File: src/rtl/mano_pkg.sv
// mano_pkg: shared constants for the Mano basic computer control unit.
//   - common-bus source codes (bus_sel_e)
//   - memory-reference opcodes D0..D7 (opcode_e)
//   - register-reference instruction bit positions in IR[11:0]
//   - timing step values T0..T6 of the sequence counter
package mano_pkg;

    typedef enum logic [2:0] {
        BUS_NONE = 3'd0,
        BUS_AR   = 3'd1,
        BUS_PC   = 3'd2,
        BUS_DR   = 3'd3,
        BUS_AC   = 3'd4,
        BUS_IR   = 3'd5,
        BUS_TR   = 3'd6,
        BUS_MEM  = 3'd7
    } bus_sel_e;

    typedef enum logic [2:0] {
        D_AND = 3'd0,
        D_ADD = 3'd1,
        D_LDA = 3'd2,
        D_STA = 3'd3,
        D_BUN = 3'd4,
        D_BSA = 3'd5,
        D_ISZ = 3'd6,
        D_REG = 3'd7   // register-reference (I=0) or I/O (I=1)
    } opcode_e;

    // Register-reference bit positions
    localparam int RB_CLA = 11;
    localparam int RB_CLE = 10;
    localparam int RB_CMA = 9;
    localparam int RB_CME = 8;
    localparam int RB_CIR = 7;
    localparam int RB_CIL = 6;
    localparam int RB_INC = 5;
    localparam int RB_SPA = 4;
    localparam int RB_SNA = 3;
    localparam int RB_SZA = 2;
    localparam int RB_SZE = 1;
    localparam int RB_HLT = 0;

    // Timing steps
    localparam int T0 = 0;
    localparam int T1 = 1;
    localparam int T2 = 2;
    localparam int T3 = 3;
    localparam int T4 = 4;
    localparam int T5 = 5;
    localparam int T6 = 6;

endpackage

File: src/rtl/mano_seq_counter.sv
// mano_seq_counter: timing sequence counter SC.
// Ports:
//   clk, rst : clock, synchronous active-high reset (SC <- 0)
//   clr      : SC <- 0 at the edge (higher priority than inc)
//   inc      : SC <- SC + 1 at the edge
//   sc       : current count
module mano_seq_counter #(
    parameter int SC_W = 3
) (
    input  logic            clk,
    input  logic            rst,
    input  logic            clr,
    input  logic            inc,
    output logic [SC_W-1:0] sc
);

    logic [SC_W-1:0] sc_q, sc_d;

    always_comb begin
        sc_d = sc_q;
        if (clr)
            sc_d = '0;
        else if (inc)
            sc_d = sc_q + SC_W'(1);
    end

    always_ff @(posedge clk) begin
        if (rst)
            sc_q <= '0;
        else
            sc_q <= sc_d;
    end

    assign sc = sc_q;

endmodule

File: src/rtl/mano_control_unit.sv
// mano_control_unit: timing and control unit of the Mano basic computer.
// Sequences fetch (T0-T2), decode/indirect (T3) and execute (T3-T6).
// Ports:
//   clk, rst            : clock, synchronous active-high reset
//   start               : pulse, sets the run flag while halted
//   ir                  : instruction register (valid from T2)
//   ac_sign, ac_zero,
//   dr_zero, e_flag     : datapath status flags
//   bus_sel             : common-bus source (mano_pkg::bus_sel_e codes)
//   mem_read, mem_write : memory strobes
//   ld_*/inc_*          : register load / increment strobes
//   alu_*               : one-hot ALU operation selects
//   sc, running         : debug view of SC and run flag
//   instr_done          : final cycle of each instruction
// All outputs are combinational from state and inputs, forced quiet
// while in reset or halted.
module mano_control_unit
    import mano_pkg::*;
#(
    parameter int   SC_W      = 3,
    parameter logic RESET_RUN = 1'b0
) (
    input  logic            clk,
    input  logic            rst,
    input  logic            start,
    input  logic [15:0]     ir,
    input  logic            ac_sign,
    input  logic            ac_zero,
    input  logic            dr_zero,
    input  logic            e_flag,
    output logic [2:0]      bus_sel,
    output logic            mem_read,
    output logic            mem_write,
    output logic            ld_ar,
    output logic            inc_ar,
    output logic            ld_pc,
    output logic            inc_pc,
    output logic            ld_dr,
    output logic            inc_dr,
    output logic            ld_ir,
    output logic            ld_ac,
    output logic            ld_e,
    output logic            alu_and,
    output logic            alu_add,
    output logic            alu_lda,
    output logic            alu_cla,
    output logic            alu_cle,
    output logic            alu_cma,
    output logic            alu_cme,
    output logic            alu_cir,
    output logic            alu_cil,
    output logic            alu_inc,
    output logic [SC_W-1:0] sc,
    output logic            running,
    output logic            instr_done
);

    logic            run_q, run_d;
    logic            i_q, i_d;
    logic [2:0]      d_q, d_d;
    logic [SC_W-1:0] sc_q;
    logic            sc_clr, sc_inc;
    logic            active, done, bad_sc;
    bus_sel_e        bus_e;
    opcode_e         op;

    assign op = opcode_e'(d_q);

    mano_seq_counter #(.SC_W(SC_W)) u_sc (
        .clk (clk),
        .rst (rst),
        .clr (sc_clr),
        .inc (sc_inc),
        .sc  (sc_q)
    );

    always_comb begin
        active    = run_q & ~rst;
        done      = 1'b0;
        bad_sc    = 1'b0;
        bus_e     = BUS_NONE;
        mem_read  = 1'b0;
        mem_write = 1'b0;
        ld_ar     = 1'b0;
        inc_ar    = 1'b0;
        ld_pc     = 1'b0;
        inc_pc    = 1'b0;
        ld_dr     = 1'b0;
        inc_dr    = 1'b0;
        ld_ir     = 1'b0;
        ld_ac     = 1'b0;
        ld_e      = 1'b0;
        alu_and   = 1'b0;
        alu_add   = 1'b0;
        alu_lda   = 1'b0;
        alu_cla   = 1'b0;
        alu_cle   = 1'b0;
        alu_cma   = 1'b0;
        alu_cme   = 1'b0;
        alu_cir   = 1'b0;
        alu_cil   = 1'b0;
        alu_inc   = 1'b0;
        run_d     = run_q;
        i_d       = i_q;
        d_d       = d_q;
        sc_clr    = 1'b0;
        sc_inc    = 1'b0;

        // start only matters while halted; restart always begins at T0
        if (!run_q && start) begin
            run_d  = 1'b1;
            sc_clr = 1'b1;
        end

        if (active) begin
            case (sc_q)
                SC_W'(T0): begin
                    bus_e = BUS_PC;
                    ld_ar = 1'b1;
                end
                SC_W'(T1): begin
                    bus_e    = BUS_MEM;
                    mem_read = 1'b1;
                    ld_ir    = 1'b1;
                    inc_pc   = 1'b1;
                end
                SC_W'(T2): begin
                    bus_e = BUS_IR;
                    ld_ar = 1'b1;
                    d_d   = ir[14:12];
                    i_d   = ir[15];
                end
                SC_W'(T3): begin
                    if (op == D_REG) begin
                        done = 1'b1;
                        if (!i_q) begin
                            // Only the highest-priority set op bit fires
                            if      (ir[RB_CLA]) alu_cla = 1'b1;
                            else if (ir[RB_CLE]) alu_cle = 1'b1;
                            else if (ir[RB_CMA]) alu_cma = 1'b1;
                            else if (ir[RB_CME]) alu_cme = 1'b1;
                            else if (ir[RB_CIR]) alu_cir = 1'b1;
                            else if (ir[RB_CIL]) alu_cil = 1'b1;
                            else if (ir[RB_INC]) alu_inc = 1'b1;
                            ld_ac  = |ir[RB_CLA:RB_INC];
                            ld_e   = |ir[RB_CLA:RB_INC];
                            // Several skip conditions still advance PC once
                            inc_pc = (ir[RB_SPA] & ~ac_sign) | (ir[RB_SNA] & ac_sign) |
                                     (ir[RB_SZA] & ac_zero)  | (ir[RB_SZE] & ~e_flag);
                            if (ir[RB_HLT])
                                run_d = 1'b0;
                        end
                    end else if (i_q) begin
                        // Indirect: AR <- M[AR], no extra cycle
                        bus_e    = BUS_MEM;
                        mem_read = 1'b1;
                        ld_ar    = 1'b1;
                    end
                end
                SC_W'(T4): begin
                    case (op)
                        D_AND, D_ADD, D_LDA, D_ISZ: begin
                            bus_e    = BUS_MEM;
                            mem_read = 1'b1;
                            ld_dr    = 1'b1;
                        end
                        D_STA: begin
                            bus_e     = BUS_AC;
                            mem_write = 1'b1;
                            done      = 1'b1;
                        end
                        D_BUN: begin
                            bus_e = BUS_AR;
                            ld_pc = 1'b1;
                            done  = 1'b1;
                        end
                        D_BSA: begin
                            bus_e     = BUS_PC;
                            mem_write = 1'b1;
                            inc_ar    = 1'b1;
                        end
                        default: ;
                    endcase
                end
                SC_W'(T5): begin
                    case (op)
                        D_AND: begin alu_and = 1'b1; ld_ac = 1'b1; done = 1'b1; end
                        D_ADD: begin alu_add = 1'b1; ld_ac = 1'b1; ld_e = 1'b1; done = 1'b1; end
                        D_LDA: begin alu_lda = 1'b1; ld_ac = 1'b1; done = 1'b1; end
                        D_BSA: begin
                            bus_e = BUS_AR;
                            ld_pc = 1'b1;
                            done  = 1'b1;
                        end
                        D_ISZ: inc_dr = 1'b1;
                        default: ;
                    endcase
                end
                SC_W'(T6): begin
                    if (op == D_ISZ) begin
                        bus_e     = BUS_DR;
                        mem_write = 1'b1;
                        inc_pc    = dr_zero;
                        done      = 1'b1;
                    end
                end
                default: bad_sc = 1'b1;   // out-of-range SC: quiet, resync to T0
            endcase
            sc_clr = done | bad_sc;
            sc_inc = ~(done | bad_sc);
        end
    end

    always_ff @(posedge clk) begin
        if (rst) begin
            run_q <= RESET_RUN;
            i_q   <= 1'b0;
            d_q   <= 3'd0;
        end else begin
            run_q <= run_d;
            i_q   <= i_d;
            d_q   <= d_d;
        end
    end

    assign bus_sel    = bus_e;
    assign sc         = sc_q;
    assign running    = run_q;
    assign instr_done = done;

endmodule

File: config.mk
export PLATFORM = sky130hd
export DESIGN_NAME = mano_control_unit
export DESIGN_NICKNAME = d
export VERILOG_FILES = /design/src/rtl/mano_pkg.sv /design/src/rtl/mano_seq_counter.sv /design/src/rtl/mano_control_unit.sv
export SDC_FILE = /design/constraint.sdc
export NUM_CORES = 1
export LEC_CHECK = 0
export CORE_ASPECT_RATIO = 0.5
export CORE_MARGIN = 5
export CORE_UTILIZATION = 34
export DETAILED_ROUTE_END_ITERATION = 8
export PLACE_DENSITY = 0.76
export SLEW_MARGIN = 20
export SYNTH_ARGS = -nofsm -noshare
export SYNTH_HDL_FRONTEND = slang
export SYNTH_SLANG_ARGS = --single-unit
File: constraint.sdc
create_clock -name clk -period 1.59 [get_ports clk]
set_input_delay 0.318 -clock clk [delete_from_list [all_inputs] [get_ports clk]]
set_output_delay 0.318 -clock clk [all_outputs]
set_load 0.005 [all_outputs]
==> metrics.yaml <==
status:
  status: "complete, but fails checks"
  violations: "setup timing"
timing:
  max_freq_mhz: 450.1
  fin_crit_sh_pct: 139.7
  layout_min_cycle_time_ns: 2.222
  drv_slew: 0
  tightest_slew_ns: 0.3745
  hold_violations: 0
  slew_headroom_pct: 74.94
  rsz0062_at_grt: "true"
  clock_skew_ns: 0.0004157
  setup_viol: 28
  finalWorstSetupSlack_ns: -0.6318
min_path:
  hold_path_depth: 3
  hp-start: "rst"
  holdPathEnd: "running$_SDFF_PP0_"
  hold_path.class: "primary input to flip-flop"
pwr:
  pwr_density_cell_nw_per_um2: 345.3
  power_uw: 806.7
  p_sw_share_pct: 29.54
  switchingPower_uw: 238.3
  p_seq_share_pct: 26.3
  p_leak_nw: 1.108
  p_int_uw: 568.4
  comb_power_share_pct: 42.0
  peakVddDrop_mv: 0.4227
  clkPwrFrac_pct: 31.7
routing:
  routed_wl_um: 6730
  vias_per_cell: 6.014
  routedWlPerCell_um: 23.53
  first_pass_iters: 7
  drt_iter0_markers: 229
  vias: 1720
  drc: 0
  drtAntennaViolNets: 0
placed_design:
  portBuffers: 51
  dpl_cell_area_um2: 1795
  place_congestion: 0.8808
  numPlacedInstances: 253
  pre_cts_slack_ns: -0.8177
  hpwl_um: 2947
worst_setup_path:
  critPathArrivalTime_ns: 1.90
  cpPeakStageDelay_ns: 0.38
  critical-path-top-delay-family: "buffers and inverters"
  worstSetupPathType: "flip-flop to output pin"
  crit_path_start_kind: "flip-flop"
  r2r_end: "u_sc.sc[0]$_SDFFE_PP0P_"
  r2r_cells: 10
  reg2reg_setup_slack_ns: -0.39
  crit_top_cell: "buf_4"
  crit_path_end_kind: "output pin"
  path_buf_inv: 5
  crit_required_ns: 1.27
  critPathMaxFanout: 7
  critPathSlowestCell: "dfxtp_1"
  timing.rr.start: "u_sc.sc[1]$_SDFFE_PP0P_"
  cp_cell_sequence: "buf_4, buf_4, nand4_1, nor2_2, buf_6, buf_4, nor3_1, nor2_1, buf_2"
clock_network:
  cts_hold_buf: 0
  cts_buffers: 3
  cts-root-buf: "clkbuf_8"
  cts_tree: "done"
  clock_sinks: 8
  htree_levels: 1
  clkLatencyLatePin_ns: 0.23
  cts_buffer_depth: 2
  path_clk_slew_ns: 0.04
floorplan:
  initial_core_util_pct: 35.41
  core_area_um2: 2586
  chipHeight_um: 46.70
  io_pins: 52
  die_x_um: 83.40
  die_area_um2: 3895
  rows: 13
layout:
  antenna_cells: 0
  nFillCells: 95
  finalNonFillerCells: 286
  drive_gt1_share_pct: 61.04
  nets: 278
  syn_to_final_growth_pct: 155.1
  layout_commonest_cell: "buf_4"
  final_cell_mix: "buf_4 (51), buf_2 (23), clkdlybuf4s50_1 (22)"
  fin_util_pct: 90.32
  final_area_um2: 2336
logic_synthesis:
  syn-cell-area_um2: 915.9
  ys.flop_type: "dfxtp_1"
  synth_edf_count: 0
  synth_async_sr_flop_share_pct: 0
  ys_types: 43
  yosys_warnings: 0
  syn_area_per_cell_um2: 7.155
  syn-instance-count: 128
  synth_nets: 156
  ys_ff_latch: 8
  yosysSeqAreaShare_pct: 17.49
grt:
  track_usage_pct: 25.50
  antenna_found_initial: 0
  grt_first_pass_wirelength_um: 7721
  overflow: 0
  first_global_vias: 1542
  grt_max_degree: 15
run:
  maxCapViolations: 0
## area by class of cell
class	count	area (um^2)	share of cell area [%]
clock buffer	4	45.04	1.928
inverter	7	41.29	1.768
multi-input combinational	108	1002	42.90
sequential	8	176.4	7.552
tap	37	46.29	1.982
timing repair buffer	122	1025	43.87
## what timing repair did
action	in CTS	in global routing
endpoints found under the setup margin	29	35
gates resized for setup	159	43
pin swaps	36	21
setup buffers	46	18
## sequential cells by signal, summed over array words and instances (netlist names)
name	count
u_sc.sc	3
d_q	3
running	1
i_q	1
## power by group through the flow
stage / Combinational, mW / Clock [mW] / Sequential (mW)
global placement: 0.189 / 0 / 0.215
finish: 0.339 / 0.256 / 0.212
detailed placement: 0.193 / 0 / 0.215
floorplan: 0.0657 / 0 / 0.219
CTS: 0.254 / 0.255 / 0.214
global route: 0.347 / 0.272 / 0.213
## cell usage after synthesis (3+ instances only)
master	count	area share [%]
a22o_1	3	2.9
inv_1	7	2.9
nor3_1	5	2.7
a21oi_1	8	4.4
buf_2	3	1.6
nand2b_1	8	5.5
nor4_1	3	2.0
nor2_1	18	7.4
nand3_1	5	2.7
dfxtp_1	8	17
mux2i_1	6	6.6
ha_1	5	6.8
nand2_1	11	4.5
nor2b_1	3	2.0
nand4_1	3	2.0
## worst register-to-register path: cells and delay by family (launching register included)
kind	cells	cell delay [ns]
buffers and inverters	5	0.59
DFF	1	0.35
and+or+nand+nor	1	0.33
AOI/OAI and AO/OA	2	0.26
muxes	1	0.22
adders and majority gates	1	0.18
## stage by stage
step / hold WS, ns / setup TNS, ns
2_1_floorplan: 0.3901 / -0.2020
3_3_place_gp: 0.5152 / -16.22
3_5_place_dp: 0.5446 / -17.19
4_1_cts: 0.5351 / -8.633
5_1_grt: 0.5973 / -12.61
6_report: 0.5896 / -10.91
## per-layer routing
| metal | track usage [%] | routed length [um] | part of all wire [%] |
|---|---|---|---|
| met1 | 29.00 | 2563 | 38 |
| met2 | 48.73 | 3002 | 45 |
| met3 | 4.107 | 650 | 9.7 |
| met4 | 13.36 | 513 | 7.6 |
| met5 | 0 | 0 | 0 |
## cell families (layout without fill, tap and decap cells)
| family | Yosys count | after routing | synth area share (%) |
|---|---|---|---|
| AOI/OAI and AO/OA | 27 | 27 | 20.08 |
| adders and majority gates | 5 | 5 | 6.831 |
| buffers and inverters | 12 | 133 | 6.558 |
| DFF | 8 | 8 | 17.49 |
| muxes | 7 | 7 | 7.787 |
| and+or+nand+nor | 69 | 69 | 41.26 |
## how the worst max path moves through the flow
stage                                       start    endpoint  slack [ns]  depth (start not counted)
after floorplan           u_sc.sc[2]$_SDFFE_PP0P_     alu_cil       -0.11                          7
after global placement                        rst     alu_cil       -0.72                          6
after detailed placement                    ir[7]        ld_e       -0.82                          6
after CTS                 u_sc.sc[0]$_SDFFE_PP0P_  instr_done       -0.53                          9
after global routing      u_sc.sc[1]$_SDFFE_PP0P_  instr_done       -0.67                          9
final                         d_q[1]$_SDFFE_PP0P_  instr_done       -0.63                          9
No activity file was read; power rests on OpenSTA's default activity.
